$ cat config.mk
export PLATFORM = sky130hd
export DESIGN_NAME = onehot_req_encoder
export DESIGN_NICKNAME = d
export VERILOG_FILES = /design/src/rtl/alu_pkg.sv /design/src/rtl/prio_enc4.sv /design/src/rtl/onehot_req_encoder.sv
export SDC_FILE = /design/constraint.sdc
export NUM_CORES = 1
export LEC_CHECK = 0
export ABC_CLOCK_PERIOD_IN_PS = 2000
export BUFFER_PORTS_ARGS = -buffer_cell sky130_fd_sc_hd__buf_2
export CAP_MARGIN = 15
export CORE_AREA = 10 10 47 49
export DETAILED_ROUTE_END_ITERATION = 16
export DIE_AREA = 0 0 57 59
export GPL_TIMING_DRIVEN = 0
export MAX_ROUTING_LAYER = met4
export PLACE_DENSITY = 0.48
export SLEW_MARGIN = 20
export SYNTH_ARGS = -nofsm -noshare
export SYNTH_HDL_FRONTEND = slang
export SYNTH_SLANG_ARGS = --single-unit
$ cat constraint.sdc
create_clock -name clk -period 2 [get_ports clk]
set_clock_uncertainty 0.2 [all_clocks]
set_input_delay 0.4 -clock clk [delete_from_list [all_inputs] [get_ports clk]]
set_output_delay 0.4 -clock clk [all_outputs]
set_load 0.02 [all_outputs]
$ cat src/rtl/alu_pkg.sv
// Shared ALU-side constants: encoder widths and select codes
// common to the 2:4 select decoder and the request encoder.
package alu_pkg;

  localparam int ENC_IN_W   = 4;
  localparam int ENC_CODE_W = 2;

  localparam logic [ENC_CODE_W-1:0] CODE_B0 = 2'b00;
  localparam logic [ENC_CODE_W-1:0] CODE_B1 = 2'b01;
  localparam logic [ENC_CODE_W-1:0] CODE_B2 = 2'b10;
  localparam logic [ENC_CODE_W-1:0] CODE_B3 = 2'b11;

  function automatic logic [ENC_CODE_W-1:0] idx2code(
    input int unsigned idx
  );
    logic [ENC_CODE_W-1:0] c;
    c = CODE_B0;
    unique case (idx)
      0: c = CODE_B0;
      1: c = CODE_B1;
      2: c = CODE_B2;
      3: c = CODE_B3;
      default: c = CODE_B0;
    endcase
    return c;
  endfunction

  function automatic logic [2:0] popcnt4(
    input logic [ENC_IN_W-1:0] v
  );
    logic [2:0] n;
    n = '0;
    for (int i = 0; i < ENC_IN_W; i++) begin
      n = n + {2'b00, v[i]};
    end
    return n;
  endfunction

endpackage

$ cat src/rtl/prio_enc4.sv
// 4-input priority encoder with selectable direction;
// also flags any-set and exactly-one-set.
module prio_enc4
  import alu_pkg::*;
#(
  parameter bit PRIO_LSB = 1'b1
) (
  input  logic [ENC_IN_W-1:0]   vec,
  output logic [ENC_CODE_W-1:0] code,
  output logic                  any,
  output logic                  single
);

  always_comb begin
    code   = CODE_B0;
    any    = |vec;
    single = (popcnt4(vec) == 3'd1);
    // scan so that the winning index is written last
    if (PRIO_LSB) begin
      for (int i = ENC_IN_W - 1; i >= 0; i--) begin
        if (vec[i]) code = idx2code(i);
      end
    end else begin
      for (int i = 0; i < ENC_IN_W; i++) begin
        if (vec[i]) code = idx2code(i);
      end
    end
  end

endmodule

$ cat src/rtl/onehot_req_encoder.sv
// Serializes a multi-hot request vector into one 2-bit
// code per set bit, under valid/ready flow control.
module onehot_req_encoder
  import alu_pkg::*;
#(
  parameter bit PRIO_LSB = 1'b1
) (
  input  logic                  clk,
  input  logic                  rst_n,
  input  logic                  in_valid,
  output logic                  in_ready,
  input  logic [ENC_IN_W-1:0]   in_bits,
  output logic                  out_valid,
  input  logic                  out_ready,
  output logic [ENC_CODE_W-1:0] out_code,
  output logic                  out_last,
  output logic                  zero_err
);

  logic [ENC_IN_W-1:0]   pending;
  logic [ENC_CODE_W-1:0] enc_code;
  logic                  enc_any;
  logic                  enc_single;
  logic                  acc;
  logic                  hs;

  prio_enc4 #(
    .PRIO_LSB (PRIO_LSB)
  ) u_enc (
    .vec    (pending),
    .code   (enc_code),
    .any    (enc_any),
    .single (enc_single)
  );

  assign in_ready  = ~enc_any;
  assign out_valid = enc_any;
  assign out_code  = enc_code;
  assign out_last  = enc_single;

  // accept only when empty, so accept and drain are exclusive
  assign acc = in_valid & in_ready;
  assign hs  = out_valid & out_ready;

  always_ff @(posedge clk or negedge rst_n) begin
    if (!rst_n) begin
      pending  <= '0;
      zero_err <= 1'b0;
    end else begin
      zero_err <= acc & (in_bits == '0);
      if (acc) begin
        pending <= in_bits;
      end else if (hs) begin
        pending[enc_code] <= 1'b0;
      end
    end
  end

endmodule
==> results of run 1 <==
## flip-flops by register name, summed over array words and instances (netlist names)
name,flops
zero_err,1
pending,4
## kinds of logic (layout without fill, tap and decap cells)
group / count (synthesis) / after routing / synth area share
DFF: 5 / 5 / 0.380
and+or+nand+nor: 13 / 13 / 0.240
AOI/OAI and AO/OA: 6 / 6 / 0.148
buffers and inverters: 5 / 28 / 0.0570
adders and majority gates: 4 / 4 / 0.175
## worst max path at each step
stage                                start       end  slack [ns]  depth (start not counted)
floorplan           pending[1]$_DFFE_PN0P_  out_last       -0.16                          5
global placement    pending[0]$_DFFE_PN0P_  out_last       -0.28                          6
detailed placement  pending[0]$_DFFE_PN0P_  out_last       -0.28                          6
CTS                 pending[1]$_DFFE_PN0P_  out_last       -0.42                          6
global route        pending[1]$_DFFE_PN0P_  out_last       -0.51                          6
finish              pending[1]$_DFFE_PN0P_  out_last       -0.40                          6
## area by class of cell
class	count	area, µm²
clock buffer	4	26.3
sequential	5	126
inverter	5	18.8
tap	16	20.0
timing repair buffer	19	131
multi-input combinational	23	224
fill	143	855
## placed cells by master (no fill, tap or decap), drive strengths merged, types with 2 or more instances in the layout
| cell | count |
|---|---|
| buf | 18 |
| nand2 | 5 |
| dfrtp | 5 |
| inv | 5 |
| clkbuf | 4 |
| ha | 3 |
| nor2 | 2 |
| a21oi | 2 |
## stage by stage
step | setup WS (ns) | hold slack, ns | power [mW] | instances | setup TNS [ns]
global route | -0.514 | 0.125 | 1.25 | 72 | -0.653
global placement | -0.279 | 0.0241 | 0.854 | 62 | -0.279
CTS | -0.424 | 0.121 | 1.15 | 71 | -0.454
finish | -0.401 | 0.133 | 1.14 | 72 | -0.405
detailed placement | -0.279 | 0.0221 | 0.870 | 62 | -0.279
floorplan | -0.158 | -0.0956 | 0.688 | 33 | -0.158
## repair_timing
item,CTS,global route
endpoints found under the setup margin,3,3
endpoints found under the hold margin,5,0
pin swaps,1,0
buffers inserted,4,1
resized for setup,7,0
hold buffers,1,0
## routing by layer
metal / track usage / vias up
met4: 0.0503 / 0
met5: - / -
li1: - / 161
met2: 0.0930 / 15
met1: 0.0686 / 141
met3: 0.0193 / 0
## report_power, final
part	total (mW)	internal (mW)	switching, mW
logic	0.839	0.457	0.382
registers	0.186	0.141	0.0456
clock network	0.115	0.0753	0.0396
==> run_results.csv, run 1 <==
group,metric,value,unit
status,status,"finished, violations left",
status,violations,"negative setup slack",
setup_path,start_kind,"flip-flop",
final_layout,antennaDiodeCount,0,
setup_path,cpMostUsedCell,"ha_4",
timing,setup_viol,2,
timing,hold_viol_final,0,
synth,ys_async_sr_fraction,1.00,
clock_tree,cts_max_level,1,
synth,synth_top_area_frac,0.380,
setup_path,crit_fanout,2,
floorplan,die_h,59,µm
clock_tree,cts.reportedPaths.clkPinSlew,0.04,ns
floorplan,floorplan.initialDensity,0.235,
floorplan,num_rows,14,
drt,drtPass1Iterations,4,
floorplan,core_area,0.00140,mm²
drt,m1WireLength,448,µm
drt,drcViolationCount,0,
clock_tree,cts.sinks,5,
timing,fmax,417,MHz
final_layout,drive_above_1_share,0.571,
drt,post_drt_wl_per_cell,13.0,µm
place,gp_congestion,0.670,
place,portBuffers,13,
drt,dr_wl_met3,71,µm
floorplan,die_area,0.00336,mm²
grt,first_global_vias,361,
clock_tree,clock_path_buffers,2,
timing,finalCriticalPeriod,2.40,ns
clock_tree,clk_latency,0.24,ns
synth,ys_top_cells_by_count,"5 x dfrtp_1, 5 x nand2_1, 4 x inv_1, 3 x ha_1, 2 x nor2_1",
synth,ys_ff_latch,5,
grt,grt_pass1_wl,1.60,mm
power,p_leak,0.270,nW
drt,drtAntennaViolNets,0,
timing,max_slew.worst_pin.slew,0.328,ns
final_layout,fin_area,547,µm²
clock_tree,cts_tree,"built",
synth,yosys_warnings,0,
drt,first_iter_violations,11,
setup_path,crit_slowest_cell,"dfrtp_1",
clock_tree,cts-root-buf,"clkbuf_4",
final_layout,fin_util,0.390,
synth,yosys-top-cells-area,"dfrtp_1 38%, ha_1 11%, fa_1 6.1%",
setup_path,critPathKind,"reg2out",
setup_path,reg2reg_depth,5,
timing,period_share,1.20,
setup_path,critPathMaxStageDelay,0.39,ns
place,place_hpwl,729,µm
place,placed_cell_area,453,µm²
grt,grt.overflow.total,0,
timing,slew_viol_final,0,
synth,ys_seq_area_frac,0.380,
setup_path,crit_buf_inv,2,
drt,wl,938,µm
grt,antenna_found_initial,0,
synth,synth_nets,45,
worst_hold_path,min-delay-start,"in_bits[2]",
timing,rsz0062_at_grt,"yes",
setup_path,rrSetupSlack,0.21,ns
timing,relSlewSlack,0.778,
synth,netlist_area,329,µm²
floorplan,ioPinCount,14,
worst_hold_path,whs_path_depth,2,
setup_path,critical_path.top_delay_family,"adder cells",
timing,fin_ws,-0.401,ns
drt,highest_layer,"met3",
setup_path,required,1.40,ns
synth,yosysTopAreaCell,"dfrtp_1",
setup_path,critPathCaptureType,"output pin",
power,ir_worst_vdd,598,µV
synth,post_synth_num_cell_types,19,
grt,grt_start_max_net_pins,8,
setup_path,path_cells,"inv_2 -> ha_4 -> fa_2 -> ha_4 -> nor3b_4 -> buf_6",
flow_run,maxCapViolCount,0,
drt,viasPerCell,4.40,
setup_path,regToRegEndpoint,"pending[1]$_DFFE_PN0P_",
worst_hold_path,hp-class,"in2reg",
final_layout,fin_nets,69,
setup_path,reg2reg_from,"pending[1]$_DFFE_PN0P_",
synth,synth_edf_count,0,
worst_hold_path,worst_hold_path.endpoint,"zero_err$_DFF_PN0_",
final_layout,syn_to_final_growth,66.2,%
synth,synth_cells,33,
drt,wl_met2,419,µm
drt,vias,317,
synth,synth_ff_type,"dfrtp_1",
power,cellPowerDensity,2090,mW/mm²
clock_tree,numCtsBuffers,3,
floorplan,die_x,57,µm
setup_path,cp.arrival,1.80,ns
synth,syn-mean-instance-area,9.97,µm²
grt,track_usage,0.0629,
Note: power is estimated with default switching activity, not from simulation.
==> run 2: changes to the inputs <==
--- a/config.mk
+++ b/config.mk
@@ -13,7 +13,7 @@
 export DIE_AREA = 0 0 57 59
 export GPL_TIMING_DRIVEN = 0
 export MAX_ROUTING_LAYER = met4
-export PLACE_DENSITY = 0.48
+export PLACE_DENSITY_LB_ADDON = 0.08
 export SLEW_MARGIN = 20
 export SYNTH_ARGS = -nofsm -noshare
 export SYNTH_HDL_FRONTEND = slang
==> constraint.sdc (replaced) <==
create_clock -name clk -period 2 [get_ports clk]
set_clock_uncertainty 0.2 [all_clocks]
set_input_delay 0.3 -clock clk [delete_from_list [all_inputs] [get_ports clk]]
set_output_delay 0.3 -clock clk [all_outputs]
set_load 0.02 [all_outputs]
==> run_results.csv, run 2 (synthesis gave the netlist of run 1 again) <==
group,metric,value,unit
setup_path,cp.arrival,1.83,ns
timing,whs,0.0507,ns
drt,drtPass1Iterations,4,
timing,hold_viol_final,0,
setup_path,crit_fanout,2,
final_layout,n_fill_cell,155,
final_layout,antennaDiodeCount,0,
clock_tree,cts-root-buf,"clkbuf_4",
worst_hold_path,hp-class,"in2reg",
setup_path,required,1.50,ns
grt,grt_pass1_wl,1.65,mm
floorplan,floorplan.initialDensity,0.235,
final_layout,drive_above_1_share,0.582,
final_layout,final_cell_mix,"11 x buf_2, 5 x nand2_1, 5 x buf_4",
timing,period_share,1.17,
drt,first_iter_violations,7,
power,pwr-share-comb,0.724,
setup_path,critPathMaxStageDelay,0.40,ns
grt,grt_start_max_net_pins,8,
clock_tree,clk_latency,0.24,ns
floorplan,num_rows,14,
final_layout,fin_nets,68,
status,status,"finished, violations left",
timing,rsz0062_at_grt,"yes",
clock_tree,cts.reportedPaths.clkPinSlew,0.05,ns
timing,fin_ws,-0.332,ns
grt,first_global_vias,379,
power,clkPwrFrac,0.105,
power,ir_worst_vdd,636,µV
timing,fmax,429,MHz
drt,viasPerCell,4.70,
clock_tree,clock_path_buffers,2,
final_layout,largest_register,"pending",
timing,slew_viol_final,0,
timing,max_slew.worst_pin.slew,0.323,ns
power,p_sw,468,µW
setup_path,critPathCaptureType,"output pin",
drt,post_drt_wl_per_cell,14.1,µm
place,gp_congestion,0.682,
timing,final.setup.tns,-0.332,ns
drt,wl,998,µm
timing,setup_viol,1,
grt,grt.overflow.total,0,
setup_path,reg2reg_from,"pending[1]$_DFFE_PN0P_",
flow_run,maxCapViolCount,0,
power,swShare,0.425,
clock_tree,numCtsBuffers,3,
power,p_leak,0.260,nW
place,place_hpwl,766,µm
setup_path,worstSetupStartpoint,"pending[1]$_DFFE_PN0P_",
place,portBuffers,13,
final_layout,largest_reg_flops,4,
floorplan,core_area,0.00140,mm²
floorplan,die_h,59,µm
setup_path,path_cells,"inv_2 -> ha_4 -> fa_2 -> ha_4 -> nor3b_4 -> buf_6",
setup_path,critPathKind,"reg2out",
clock_tree,cts_tree,"built",
timing,relSlewSlack,0.782,
grt,track_usage,0.0641,
setup_path,cpMostUsedCell,"ha_4",
final_layout,final_common_cell,"buf_2",
floorplan,die_area,0.00336,mm²
power,p_int,634,µW
drt,drcViolationCount,0,
final_layout,syn_to_final_growth,61.2,%
status,violations,"negative setup slack",
grt,antenna_found_initial,0,
power,p_seq_frac,0.171,
floorplan,die_x,57,µm
drt,vias,334,
clock_tree,cts_max_level,1,
floorplan,ioPinCount,14,
worst_hold_path,min-delay-start,"in_bits[0]",
drt,drtAntennaViolNets,0,
final_layout,top_regs,"pending x4, zero_err x1",
setup_path,crit_slowest_cell,"dfrtp_2",
timing,finalCriticalPeriod,2.33,ns
power,cellPowerDensity,2080,mW/mm²
clock_tree,cts.sinks,5,
setup_path,start_kind,"flip-flop",
## run 2: cell types whose count changed in the layout (fill, tap and decap cells not counted), sizes merged
cell / delta
buf: -1
## run 2: final timing paths
kind,endpoint,slack [ns],cells after the start
max in group asynchronous,pending[0]$_DFFE_PN0P_,1.26,2
hold / removal,zero_err$_DFF_PN0_,0.05,2
hold reg to reg,pending[3]$_DFFE_PN0P_,0.45,2
setup reg to reg,pending[1]$_DFFE_PN0P_,0.21,5
setup / recovery,out_last,-0.33,6
min in group asynchronous,pending[1]$_DFFE_PN0P_,0.20,2
## run 2: power groups by stage
| stage | registers (mW) | logic [mW] | clock network, mW |
|---|---|---|---|
| after global routing | 0.196 | 0.863 | 0.126 |
| after detailed placement | 0.210 | 0.660 | 0 |
| after CTS | 0.189 | 0.780 | 0.119 |
| after floorplan | 0.192 | 0.496 | 0 |
| final | 0.189 | 0.798 | 0.115 |
| after global placement | 0.209 | 0.643 | 0 |
## run 2: through the flow
| stage | power [mW] | util | setup WS [ns] | instances | cell area, µm² |
|---|---|---|---|---|---|
| 2_1_floorplan | 0.688 | - | -0.0576 | 33 | 368 |
| 3_3_place_gp | 0.852 | 0.323 | -0.182 | 62 | 453 |
| 3_5_place_dp | 0.870 | 0.323 | -0.217 | 62 | 453 |
| 4_1_cts | 1.09 | 0.371 | -0.343 | 70 | 520 |
| 5_1_grt | 1.18 | 0.379 | -0.385 | 71 | 531 |
| 6_report | 1.10 | 0.379 | -0.332 | 71 | 531 |
## run 2: repair_timing
action                     in CTS  in global routing
setup buffers                   3                  1
setup endpoints to repair       3                  2
resized for setup               4                  1
pin swaps                       1                  0
hold endpoints to repair        5                  0
hold buffers                    1                  0
## run 2: critical path, delay by kind of cell (launching register included)
kind | cells | cell delay, ns
adder cells (fa/ha/maj) | 3 | 0.79
buffers and inverters | 2 | 0.22
AND/OR/NAND/NOR | 1 | 0.17
flip-flops | 1 | 0.40
## run 2: per-layer routing
layer  wire (µm)  global-route usage  vias up
li1            -                   -      160
met1         439              0.0610      155
met2         506               0.110       17
met3          42              0.0150        2
met4           9              0.0503        0
met5           0                   -        -
## run 2: final cells by class
class	count	area [µm²]	area share
clock buffer	4	26.3	0.0495
multi-input combinational	23	224	0.422
timing repair buffer	18	114	0.215
inverter	5	18.8	0.0354
tap	16	20.0	0.0377
sequential	5	128	0.241
==> run 3: changes to the inputs <==
--- a/config.mk
+++ b/config.mk
@@ -14,6 +14,7 @@
 export GPL_TIMING_DRIVEN = 0
 export MAX_ROUTING_LAYER = met4
 export PLACE_DENSITY_LB_ADDON = 0.08
+export REMOVE_ABC_BUFFERS = 1
 export SLEW_MARGIN = 20
 export SYNTH_ARGS = -nofsm -noshare
 export SYNTH_HDL_FRONTEND = slang
==> run_results.csv, run 3 (synthesis gave the netlist of run 1 again) <==
group,metric,value,unit
setup_path,cp.arrival,1.82,ns
final_layout,final_cell_mix,"11 x buf_2, 6 x buf_4, 5 x nand2_1",
grt,use_met3,0.0386,
clock_tree,clk_latency,0.24,ns
floorplan,die_x,57,µm
final_layout,drive_above_1_share,0.564,
grt,grt_pass1_wl,1.62,mm
drt,drtPass1Iterations,5,
timing,max_slew.worst_pin.slew,0.272,ns
setup_path,crit_slowest_cell,"dfrtp_2",
timing,slew_viol_final,0,
setup_path,crit_fanout,2,
setup_path,required,1.50,ns
setup_path,cpMostUsedCell,"ha_4",
place,gp_congestion,0.726,
drt,first_iter_violations,13,
timing,fin_ws,-0.317,ns
setup_path,rrSetupSlack,0.22,ns
power,finalPower,1.03,mW
grt,grt.overflow.total,0,
drt,wl,942,µm
clock_tree,cts_max_level,1,
power,p_leak,0.260,nW
setup_path,critPathKind,"reg2out",
final_layout,largest_register,"pending",
clock_tree,cts.reportedPaths.clkPinSlew,0.04,ns
drt,viasPerCell,4.58,
clock_tree,cts_tree,"built",
clock_tree,clock_path_buffers,2,
timing,final.setup.tns,-0.317,ns
drt,drtAntennaViolNets,0,
setup_path,start_kind,"flip-flop",
floorplan,die_area,0.00336,mm²
timing,period_share,1.16,
floorplan,floorplan.initialDensity,0.235,
power,ir_worst_vdd,807,µV
place,place_hpwl,699,µm
setup_path,regToRegEndpoint,"pending[1]$_DFFE_PN0P_",
floorplan,die_h,59,µm
timing,hold_viol_final,0,
final_layout,fin_util,0.371,
clock_tree,numCtsBuffers,3,
power,cellPowerDensity,1980,mW/mm²
timing,relSlewSlack,0.816,
timing,finalCriticalPeriod,2.32,ns
clock_tree,cts.sinks,5,
worst_hold_path,hp-class,"in2reg",
floorplan,core_area,0.00140,mm²
grt,grt_util_met1,0.0646,
final_layout,antennaDiodeCount,0,
timing,whs,0.0362,ns
setup_path,critical_path.top_delay_family,"adder cells",
grt,antenna_found_initial,0,
setup_path,crit_buf_inv,2,
status,violations,"negative setup slack",
grt,track_usage,0.0637,
final_layout,top_regs,"pending x4, zero_err x1",
setup_path,reg2reg_from,"pending[0]$_DFFE_PN0P_",
flow_run,maxCapViolCount,0,
final_layout,fin_nets,68,
setup_path,path_cells,"inv_2 -> ha_4 -> fa_2 -> ha_4 -> nor3b_2 -> buf_4",
drt,vias,325,
worst_hold_path,min-delay-start,"in_bits[2]",
setup_path,worstSetupStartpoint,"pending[0]$_DFFE_PN0P_",
timing,setup_viol,1,
grt,met2_usage,0.0992,
drt,post_drt_wl_per_cell,13.3,µm
clock_tree,cts-root-buf,"clkbuf_4",
grt,grt-busiest-layer,"met2",
drt,drcViolationCount,0,
setup_path,critPathCaptureType,"output pin",
final_layout,largest_reg_flops,4,
setup_path,reg2reg_depth,5,
worst_hold_path,whs_path_depth,2,
final_layout,syn_to_final_growth,57.8,%
place,portBuffers,13,
setup_path,critPathMaxStageDelay,0.41,ns
final_layout,final_common_cell,"buf_2",
timing,fmax,432,MHz
grt,grt_start_max_net_pins,8,
floorplan,num_rows,14,
worst_hold_path,worst_hold_path.endpoint,"zero_err$_DFF_PN0_",
grt,first_global_vias,357,
status,status,"finished, violations left",
place,post-place-ws,-0.383,ns
floorplan,ioPinCount,14,
timing,rsz0062_at_grt,"yes",
==> run 3: timing repair <==
item                                    in CTS  in global routing
buffers inserted                             3                  1
gates cloned                                 0                  0
hold buffers                                 1                  0
endpoints found under the setup margin       3                  2
pin swaps                                    0                  1
gates resized for setup                      8                  1
endpoints found under the hold margin        5                  0
==> run 3: area by class of cell <==
type                       count  area (µm²)
inverter                       5        18.8
fill                         154         882
timing repair buffer          18         110
tap                           16        20.0
sequential                     5         126
clock buffer                   4        26.3
multi-input combinational     23         218
==> run 3: power breakdown <==
| group | internal [mW] | switching (mW) |
|---|---|---|
| combinational | 0.360 | 0.367 |
| clock | 0.0753 | 0.0388 |
| sequential | 0.141 | 0.0481 |
==> run 3: per-layer routing <==
metal / wire length, µm / up-vias
met5: 0 / -
met1: 389 / 149
met3: 70 / 2
met2: 461 / 14
li1: - / 160
met4: 21 / 0
==> run 3: how the worst max path moves through the flow <==
stage | endpoint | slack, ns | cells past startpoint
CTS | out_last | -0.33 | 6
floorplan | out_last | -0.43 | 5
global route | out_last | -0.42 | 6
finish | out_last | -0.32 | 6
detailed placement | out_last | -0.38 | 6
global placement | out_last | -0.32 | 6
==> run 3: metrics by stage <==
step                cells  instance area, µm²
finish                 71                 519
global route           71                 519
CTS                    70                 509
detailed placement     62                 414
global placement       62                 414
floorplan              33                 329
